==> src/rtl/uibi_arb_pkg.sv <==
// Shared types and constants for the UIBI interconnect arbiter.
// Imported by the arbiter top and its round-robin picker.
package uibi_arb_pkg;

  typedef enum logic [1:0] {
    IDLE = 2'b00,
    BUSY = 2'b01,
    TOUT = 2'b10,
    ERR  = 2'b11
  } arb_state_e;

  localparam int unsigned ERR_DATA = 32'd0;

  localparam logic [2:0] BUS_FULL = 3'b111;
  localparam logic [2:0] BUS_HALF = 3'b011;
  localparam logic [2:0] BUS_QUAR = 3'b001;
  localparam logic [2:0] BUS_NULL = 3'b000;

  // Index width for an n-entry array; never zero so single-entry arrays stay legal.
  function automatic int idx_width(input int n);
    return (n > 1) ? $clog2(n) : 1;
  endfunction

endpackage

==> src/rtl/uibi_rr_picker.sv <==
// Round-robin picker: first requester after last_grant, wrapping modulo N.
// Purely combinational so any multi-master arbiter can reuse it.
module uibi_rr_picker
  import uibi_arb_pkg::*;
#(
  parameter int N  = 2,
  parameter int IW = idx_width(N)
) (
  input  logic [N-1:0]  req,
  input  logic [IW-1:0] last_grant,
  output logic [IW-1:0] grant,
  output logic          valid
);

  logic [IW:0]   sum_s;
  logic [IW-1:0] idx_s;

  // Scan farthest-first so the closest requester after last_grant overwrites the rest.
  always_comb begin
    grant = '0;
    valid = |req;
    sum_s = '0;
    idx_s = '0;
    for (int i = N; i >= 1; i--) begin
      sum_s = {1'b0, last_grant} + (IW + 1)'(i);
      sum_s = (sum_s >= (IW + 1)'(N)) ? (sum_s - (IW + 1)'(N)) : sum_s;
      idx_s = IW'(sum_s);
      grant = req[idx_s] ? idx_s : grant;
    end
  end

endmodule

==> src/rtl/uibi_arbiter.sv <==
// UIBI interconnect: round-robin master arbitration, bus_num slave decode,
// error response for unknown slaves and a watchdog for slaves that never answer.
module uibi_arbiter
  import uibi_arb_pkg::*;
#(
  parameter int XLEN        = 32,
  parameter int SLAVE_WIDTH = 4,
  parameter int N_MASTERS   = 2,
  parameter int N_SLAVES    = 4,
  parameter int TIMEOUT     = 255
) (
  input  logic                                         clk,
  input  logic                                         rst_n,
  input  logic [N_MASTERS-1:0][XLEN-1:0]               master_dat_i,
  output logic [N_MASTERS-1:0][XLEN-1:0]               master_dat_o,
  input  logic [N_MASTERS-1:0][XLEN-SLAVE_WIDTH-1:0]   master_addr,
  input  logic [N_MASTERS-1:0][SLAVE_WIDTH-1:0]        master_num,
  input  logic [N_MASTERS-1:0]                         master_req,
  input  logic [N_MASTERS-1:0]                         master_wen,
  input  logic [N_MASTERS-1:0][2:0]                    master_mode,
  output logic [N_MASTERS-1:0]                         master_ready,
  output logic [N_SLAVES-1:0][XLEN-1:0]                slave_dat_o,
  input  logic [N_SLAVES-1:0][XLEN-1:0]                slave_dat_i,
  output logic [N_SLAVES-1:0][XLEN-SLAVE_WIDTH-1:0]    slave_addr,
  output logic [N_SLAVES-1:0]                          slave_req,
  output logic [N_SLAVES-1:0]                          slave_wen,
  output logic [N_SLAVES-1:0][2:0]                     slave_mode,
  input  logic [N_SLAVES-1:0]                          slave_ready,
  output logic                                         err_o
);

  localparam int MIW = idx_width(N_MASTERS);
  localparam int SIW = idx_width(N_SLAVES);
  localparam int CW  = $clog2(TIMEOUT + 1);

  arb_state_e     state_r, state_nxt_s;
  logic [MIW-1:0] grant_r, grant_nxt_s;
  logic [MIW-1:0] last_grant_r, last_grant_nxt_s;
  logic [SIW-1:0] num_r, num_nxt_s;
  logic [CW-1:0]  cnt_r, cnt_nxt_s;
  logic [MIW-1:0] pick_s;
  logic           pick_valid_s;
  logic           num_ok_s;

  uibi_rr_picker #(.N(N_MASTERS), .IW(MIW)) u_picker (
    .req        (master_req),
    .last_grant (last_grant_r),
    .grant      (pick_s),
    .valid      (pick_valid_s)
  );

  assign num_ok_s = (int'(master_num[pick_s]) < N_SLAVES);

  // Transaction state registers; an async reset abandons any transfer in flight.
  always_ff @(posedge clk or negedge rst_n) begin
    if (!rst_n) begin
      state_r      <= IDLE;
      grant_r      <= '0;
      last_grant_r <= MIW'(N_MASTERS - 1);
      num_r        <= '0;
      cnt_r        <= '0;
    end else begin
      state_r      <= state_nxt_s;
      grant_r      <= grant_nxt_s;
      last_grant_r <= last_grant_nxt_s;
      num_r        <= num_nxt_s;
      cnt_r        <= cnt_nxt_s;
    end
  end

  // Next-state: grant in IDLE, wait for the selected slave or the watchdog in BUSY.
  always_comb begin
    state_nxt_s      = state_r;
    grant_nxt_s      = grant_r;
    last_grant_nxt_s = last_grant_r;
    num_nxt_s        = num_r;
    cnt_nxt_s        = cnt_r;
    case (state_r)
      IDLE: begin
        if (pick_valid_s) begin
          grant_nxt_s      = pick_s;
          last_grant_nxt_s = pick_s;
          num_nxt_s        = SIW'(master_num[pick_s]);
          cnt_nxt_s        = '0;
          state_nxt_s      = num_ok_s ? BUSY : ERR;
        end else begin
          state_nxt_s = IDLE;
        end
      end
      BUSY: begin
        // A ready arriving on the last allowed cycle still completes normally.
        if (slave_ready[num_r]) begin
          state_nxt_s = IDLE;
        end else if (cnt_r == CW'(TIMEOUT - 1)) begin
          state_nxt_s = TOUT;
        end else begin
          cnt_nxt_s = cnt_r + CW'(1);
        end
      end
      TOUT:    state_nxt_s = IDLE;
      ERR:     state_nxt_s = IDLE;
      default: state_nxt_s = IDLE;
    endcase
  end

  // Bus routing: granted master broadcast to slaves, selected slave returned to it.
  always_comb begin
    slave_req    = '0;
    slave_addr   = '0;
    slave_dat_o  = '0;
    slave_wen    = '0;
    slave_mode   = '0;
    master_ready = '0;
    master_dat_o = '0;
    err_o        = 1'b0;
    case (state_r)
      BUSY: begin
        for (int s = 0; s < N_SLAVES; s++) begin
          slave_addr[s]  = master_addr[grant_r];
          slave_dat_o[s] = master_dat_i[grant_r];
          slave_wen[s]   = master_wen[grant_r];
          slave_mode[s]  = master_mode[grant_r];
        end
        slave_req[num_r]      = 1'b1;
        master_dat_o[grant_r] = slave_dat_i[num_r];
        master_ready[grant_r] = slave_ready[num_r];
      end
      TOUT, ERR: begin
        master_ready[grant_r] = 1'b1;
        master_dat_o[grant_r] = XLEN'(ERR_DATA);
        err_o                 = 1'b1;
      end
      default: begin
        err_o = 1'b0;
      end
    endcase
  end

endmodule

==> config.mk <==
export PLATFORM = sky130hd
export DESIGN_NAME = uibi_arbiter
export DESIGN_NICKNAME = d
export VERILOG_FILES = /design/src/rtl/uibi_arb_pkg.sv /design/src/rtl/uibi_rr_picker.sv /design/src/rtl/uibi_arbiter.sv
export SDC_FILE = /design/constraint.sdc
export NUM_CORES = 1
export LEC_CHECK = 0
export BUFFER_PORTS_ARGS = -buffer_cell sky130_fd_sc_hd__clkbuf_2
export CAP_MARGIN = 0
export CORE_AREA = 5 5 228 230
export DETAILED_ROUTE_END_ITERATION = 8
export DIE_AREA = 0 0 233 235
export PLACE_DENSITY = 0.42
export SETUP_SLACK_MARGIN = 0.05
export SYNTH_ARGS = -nofsm -noshare
export SYNTH_HDL_FRONTEND = slang
export SYNTH_HIERARCHICAL = 1
export SYNTH_SLANG_ARGS = --single-unit
==> constraint.sdc <==
create_clock -name clk -period 1.5 [get_ports clk]
set_input_delay 0.225 -clock clk [delete_from_list [all_inputs] [get_ports clk]]
set_output_delay 0.225 -clock clk [all_outputs]
set_load 0.02 [all_outputs]
Yosys cells after proc, flatten, opt, wreduce, memory -nomap -nowiden

Index checks and enable logic that the tools add are counted.
Widths: inputs -> output; s select.

Word-level logic and storage cells: 83
Output and inout port bits: 327
Register bits: 14

Equality and inequality tests: 8
Multiplexer cells: 45
Magnitude comparators: 10
Bitwise logic cells: 2
Reduce and logical (&&, ||, !) cells: 8
$add $sub $neg: 5

Operators with widths:

| kind                | count |
|---|---|
| $mux 128            | 1 |
| $mux 32             | 4 |
| $mux 112            | 1 |
| $and 64x64->64      | 1 |
| $bmux 32 s2         | 1 |
| $mux 64             | 1 |
| $mux 28             | 2 |
| $demux 32 s1        | 1 |
| $mux 8              | 3 |
| $mux 4              | 4 |
| $pmux 8 s2          | 1 |
| $mux 1              | 14 |
| $mux 12             | 1 |
| $add 8x1->8 const B | 1 |
| $eq 8x8->1 const B  | 1 |
| $lt 1x2->1 const B  | 4 |
| $mux 2              | 4 |
| $mux 3              | 2 |
| $ne 2x2->1 const B  | 3 |
| $pmux 2 s3          | 1 |
| $eq 2x2->1 const B  | 2 |
| $ge 2x2->1 const B  | 2 |
| $lt 4x3->1 const B  | 1 |
| $pmux 2 s2          | 1 |
| 18 further kinds    | 21 |

Depth between registers and ports, before layout

Gate-level depths: netlist of run 1.

Depth in word-level cells: 13
Depth in mapped cells: 6

Cells and area by module

The synthesis of run 1 kept the hierarchy.

By module, submodules not included:

| module         | area an instance (um^2) | cells each | times used |
|---|---|---|---|
| uibi_arbiter   | 4501.8                  | 541        | 1 |
| uibi_rr_picker | 13.8                    | 2          | 1 |

Worst setup path before layout of run 1

No wires, ideal clock.

Path type: reg2out
From: reg state_r[1]
To: out slave_addr[28] (netlist name)
Data arrival time: 1621 ps
Stages on the path, launching flop included: 6
Slack: -346 ps
Cells stage by stage: dfrtp_1 > nand2b_1 > buf_2 > buf_1 > nor2_1 > buf_4

RTL lines:

| item                   | line               | RTL |
|---|---|---|
| start, declared        | uibi_arbiter.sv:36 | `arb_state_e state_r, state_nxt_s;` |
| start signal, assigned | uibi_arbiter.sv:63 | `state_r <= state_nxt_s;` |
| end, declared          | uibi_arbiter.sv:24 | `output logic [N_SLAVES-1:0][XLEN-SLAVE_WIDTH-1:0] slave_addr,` |

==> flow_metrics.tcl, run 1 <==
set metrics [dict create \
    grt_max_degree 34 \
    tns_ns -129.85 \
    ant_nets 0 \
    synth_nets 817 \
    worstSetupPathType "reg -> out" \
    synth_ff_type "dfrtp_1" \
    crit_fanout 12 \
    cts_max_level 1 \
    syn2layout_area_growth_pct 170 \
    layout_min_cycle_time_ns 2.06 \
    synth_cell_type_count 42 \
    drv_slew 0 \
    hold_viol 0 \
    clock_tree.buffer_depth 2 \
    rsz0062_at_grt "true" \
    grt_antenna_before_repair 1 \
    fp.dieH_um 235 \
    ios 599 \
    ys_seq_elements 14 \
    hp-class "in -> reg" \
    cts_tree "built" \
    path_clk_slew_ns 0.05 \
    drt_iter0_drc 177 \
    outcome "complete, but fails checks" \
    hpwl_um 24700 \
    final_nets 1320 \
    cts-root-buf "clkbuf_16" \
    grt_first_pass_wirelength_um 43900 \
    vias 5996 \
    cts.sinks 14 \
    die_x_um 233 \
    syn_avg_cell_area_um2 8.32 \
    gp_congestion 0.858 \
    vdd.ir_drop.worst_uv 871 \
    row_count 82 \
    port_buffers 598 \
    finalWirelength_um 33200 \
    final_util_pct 24.6 \
    synth_seq_area_share_pct 7.79 \
    worstPathRequired_ns 1.27 \
    max_slew_margin_pct 73.4 \
    viasPerCell 3.49 \
    avgRoutedWirePerCell_um 19.3 \
    worst_slack_ns -0.557 \
    initial_utilization_pct 9.09 \
    numCtsBuffers 3 \
    core_area_um2 49700 \
    grt_usage_pct 10.5 \
    setup_viol 337 \
    layout-drive-gt1-share_pct 91.8 \
    start_kind "flip-flop" \
    synth_warnings 6 \
    ys_async_sr_fraction_pct 100 \
    max_freq_mhz 486 \
    p_leak_nw 5.53 \
    synth-edff-count 0 \
    finalCritPeriodShare_pct 137 \
    drc 0 \
    powerDensity_nw_per_um2 2260 \
    worst_pin_slew_ns 0.397 \
    dr.pass1.iters 5 \
    skew_ns 0.00592 \
    crit_path_end_kind "output pin" \
    preCtsSetupSlack_ns -0.398 \
    cap_violations 0 \
    grt_pass1_vias 6398 \
    overflow 0 \
    clk_latency_ns 0.24 \
    arrival_ns 1.83 \
    dieArea_um2 54800 \
    synthCells 543 \
    violations "setup timing" \
    synthesis.area_um2 4520 \
]
-- power by group --
| group | switching [mW] | total, mW | internal [mW] |
|---|---|---|---|
| clock | 0.149 | 0.508 | 0.359 |
| combinational | 12.6 | 26.4 | 13.8 |
| sequential | 0.159 | 0.668 | 0.509 |
-- through the flow --
| stage | hold WS (ns) | instances | power (mW) | instance area (um2) |
|---|---|---|---|---|
| 2_1_floorplan | -0.0706 | 543 | 13.8 | 5330 |
| 3_3_place_gp | 0.170 | 1658 | 17.4 | 8090 |
| 3_5_place_dp | 0.167 | 1658 | 17.4 | 8090 |
| 6_report | 0.297 | 1718 | 27.6 | 12200 |
| 5_1_grt | 0.341 | 1718 | 28.8 | 12200 |
| 4_1_cts | 0.303 | 1691 | 23.8 | 10800 |
-- path summary, 6_finish.rpt --
kind                                    end  slack (ns)          start  depth (start not counted)
min reg2reg                    last_grant_r        0.46   last_grant_r                          2
max reg2reg                        cnt_r[7]       -0.28       num_r[0]                          6
min                                num_r[1]        0.30  master_num[1]                          3
max                        master_dat_o[46]       -0.56       num_r[0]                          5
min in group asynchronous          num_r[1]        0.46          rst_n                          2
max in group asynchronous      last_grant_r        0.72          rst_n                          2
-- registers in the layout (all words and copies together), names as in the netlist --
name	count
num_r	2
cnt_r	8
state_r	2
grant_r	1
last_grant_r	1
-- layout by cell type, fill, tap and decap left out, types with 13 or more instances in the layout --
cell / synthesis / final
mux4_2: 26 / 31
and3_4: 0 / 24
mux2i_4: 0 / 24
nand2_1: 13 / 13
buf_6: 5 / 99
mux2i_2: 0 / 33
buf_4: 192 / 53
clkbuf_2: 0 / 303
buf_8: 0 / 191
nor2_4: 0 / 60
clkbuf_8: 0 / 16
and2_4: 0 / 33
buf_12: 0 / 40
-- cell type report --
class / instances / area, um2
fillers: 5248 / 37500
inverters: 5 / 18.8
multi-input cells: 297 / 3660
clock buffers: 4 / 78.8
flip-flops and latches: 14 / 360
well taps: 672 / 841
repair buffers: 725 / 7240
diodes: 1 / 2.50
-- synthesized netlist by cell type (2+ instances only) --
master / n / area [um2]
mux2i_1: 68 / 681
and2_1: 35 / 219
buf_4: 192 / 1440
buf_6: 5 / 56.3
buf_2: 17 / 85.1
nor2_1: 71 / 267
nand2b_1: 3 / 18.8
o21ai_0: 3 / 15.0
or3_1: 3 / 18.8
o21ai_1: 2 / 10.0
mux4_2: 26 / 586
mux4_1: 6 / 158
ha_1: 2 / 25.0
clkbuf_1: 11 / 41.3
nand2_1: 13 / 48.8
o211ai_1: 3 / 22.5
inv_1: 5 / 18.8
buf_1: 2 / 7.51
nor2b_1: 3 / 18.8
dfrtp_1: 13 / 325
and3_1: 32 / 200
o211ai_2: 3 / 37.5
nand3_1: 6 / 30.0
-- worst max-delay path: stages (launching register included) --
cell	delay, ns
dfrtp_2	0.38
buf_12	0.16
buf_12	0.14
mux4_2	0.53
and3_1	0.20
clkbuf_2	0.15
-- cell families (layout without fill, tap and decap cells) --
group                      after synthesis  count (layout)  synth area share [%]
AOI/OAI and AO/OA                       22              22                  4.13
adders and majority gates                2               2                 0.554
buffers and inverters                  232             734                  36.5
DFF                                     14              14                  7.79
muxes                                  100             100                  31.5
other                                    0               1                     0
and+or+nand+nor                        173             173                  19.5
-- per-layer routing --
| metal | vias up | wire length (um) | GRT usage, % |
|---|---|---|---|
| met5 | - | 0 | 0 |
| met4 | 0 | 977 | 1.65 |
| met3 | 38 | 2090 | 1.11 |
| met2 | 333 | 17100 | 20.1 |
| met1 | 2939 | 13000 | 12.8 |
| li1 | 2686 | - | - |
-- timing repair --
item                       4_1_cts  5_1_grt
hold buffers                     1        0
pin swaps                       35       52
setup buffers                   26       29
gates cloned                     6        4
hold endpoints to repair        13        0
setup endpoints to repair      336      339
gates resized for setup        523      496
No activity file was read; power rests on OpenSTA's default activity.
==> inputs of run 2 (changes only) <==
- HOLD_SLACK_MARGIN: not set -> 0.1
- SKIP_CTS_REPAIR_TIMING: not set -> 1
==> flow_metrics.tcl, run 2 (same netlist as run 1, synthesis figures left out) <==
set metrics [dict create \
    final_util_pct 20.0 \
    grt_usage_pct 8.91 \
    layout-drive-gt1-share_pct 88.3 \
    diodes 0 \
    p_total_mw 22.0 \
    gp_congestion 0.858 \
    regMostFlops "cnt_r" \
    vdd.ir_drop.worst_uv 788 \
    layout_commonest_cell "clkbuf_2" \
    drc 0 \
    largest_reg_flops 8 \
    clock_tree.buffer_depth 2 \
    cap_violations 0 \
    r2r_slack_ns -0.31 \
    dp.cells 1658 \
    placed_area_um2 8090 \
    syn2layout_area_growth_pct 120 \
    final_nets 1299 \
    reg2reg_depth 7 \
    grt_first_pass_wirelength_um 37800 \
    core_area_um2 49700 \
    worstPathRequired_ns 1.27 \
    violations "setup timing" \
    outcome "complete, but fails checks" \
    die_x_um 233 \
    nFillCells 5508 \
    cts-root-buf "clkbuf_16" \
    grt_max_degree 34 \
    grt_antenna_before_repair 0 \
    grt_pass1_vias 5691 \
    worst_slack_ns -0.561 \
    start_kind "flip-flop" \
    ios 599 \
    worst_pin_slew_ns 0.386 \
    cts_max_level 1 \
    layout_min_cycle_time_ns 2.06 \
    powerDensity_nw_per_um2 2210 \
    worstSetupPathType "reg -> out" \
    arrival_ns 1.84 \
    hp-class "in -> reg" \
    hpwl_um 24700 \
    max_slew_margin_pct 74.3 \
    p_leak_nw 4.87 \
    finalHoldWorstSlack_ns 0.302 \
    viasPerCell 3.42 \
    tns_ns -141.20 \
    drt_iter0_drc 195 \
    row_count 82 \
    fp.dieH_um 235 \
    preCtsSetupSlack_ns -0.398 \
    clk_latency_ns 0.24 \
    drv_slew 0 \
    port_buffers 598 \
    final_cell_mix "clkbuf_2 (421), buf_6 (146), buf_4 (86), nor2_4 (57)" \
    overflow 0 \
    reg.largest.list "cnt_r (8), num_r (2), state_r (2)" \
    vias 5803 \
    avgRoutedWirePerCell_um 17.9 \
    skew_ns 0.00547 \
    crit_fanout 12 \
    rsz0062_at_grt "true" \
    setup_viol 338 \
    cts.sinks 14 \
    hold_viol 0 \
    initial_utilization_pct 9.09 \
    finalWirelength_um 30300 \
    dr.pass1.iters 4 \
    finish.instance_area_um2 9920 \
    ant_nets 0 \
    crit_path_end_kind "output pin" \
    numCtsBuffers 3 \
    path_clk_slew_ns 0.05 \
    cts_tree "built" \
    instances_no_fill 1696 \
    dieArea_um2 54800 \
    finalCritPeriodShare_pct 137 \
    holdPathStages 3 \
    max_freq_mhz 485 \
]
[run 2: changes by cell type in the layout (fill, tap and decap cells not counted), moves of 17 or more]
cell	delta
clkbuf_2	+118
buf_4	+33
mux2i_1	+21
buf_8	-186
buf_6	+47
buf_12	-17
[run 2: final cells by class]
type,instances,area [um2],share of cell area [%]
clock buffers,4,78.8,0.794
inverters,5,18.8,0.189
multi-input cells,297,3430,34.6
flip-flops and latches,14,360,3.63
well taps,672,841,8.47
repair buffers,704,5190,52.3
[run 2: critical path, cell delays in order (launching register included)]
cell,delay [ns]
dfrtp_2,0.38
buf_12,0.15
buf_12,0.15
mux4_2,0.54
and3_1,0.20
clkbuf_2,0.15
[run 2: routing by layer]
| layer | wire [um] | track usage (%) | up-vias | share of wire [%] |
|---|---|---|---|---|
| li1 | - | - | 2639 | - |
| met1 | 12100 | 11.1 | 2841 | 40 |
| met2 | 16100 | 17.1 | 307 | 53 |
| met3 | 1780 | 0.773 | 16 | 5.9 |
| met4 | 330 | 0.949 | 0 | 1.1 |
| met5 | 0 | 0 | - | 0 |
[run 2: report_power, final]
| part | switching (mW) | leakage, nW | internal [mW] | total (mW) |
|---|---|---|---|---|
| sequential | 0.167 | 0.177 | 0.509 | 0.676 |
| combinational | 11.2 | 4.66 | 9.58 | 20.8 |
| clock | 0.149 | 0.0382 | 0.359 | 0.508 |
[run 2: final timing paths]
path                                    end           from
max                        master_dat_o[46]       num_r[0]
min                                num_r[1]  master_num[1]
max reg2reg                        cnt_r[2]     state_r[1]
min reg2reg                    last_grant_r   last_grant_r
max in group asynchronous      last_grant_r          rst_n
min in group asynchronous          num_r[1]          rst_n
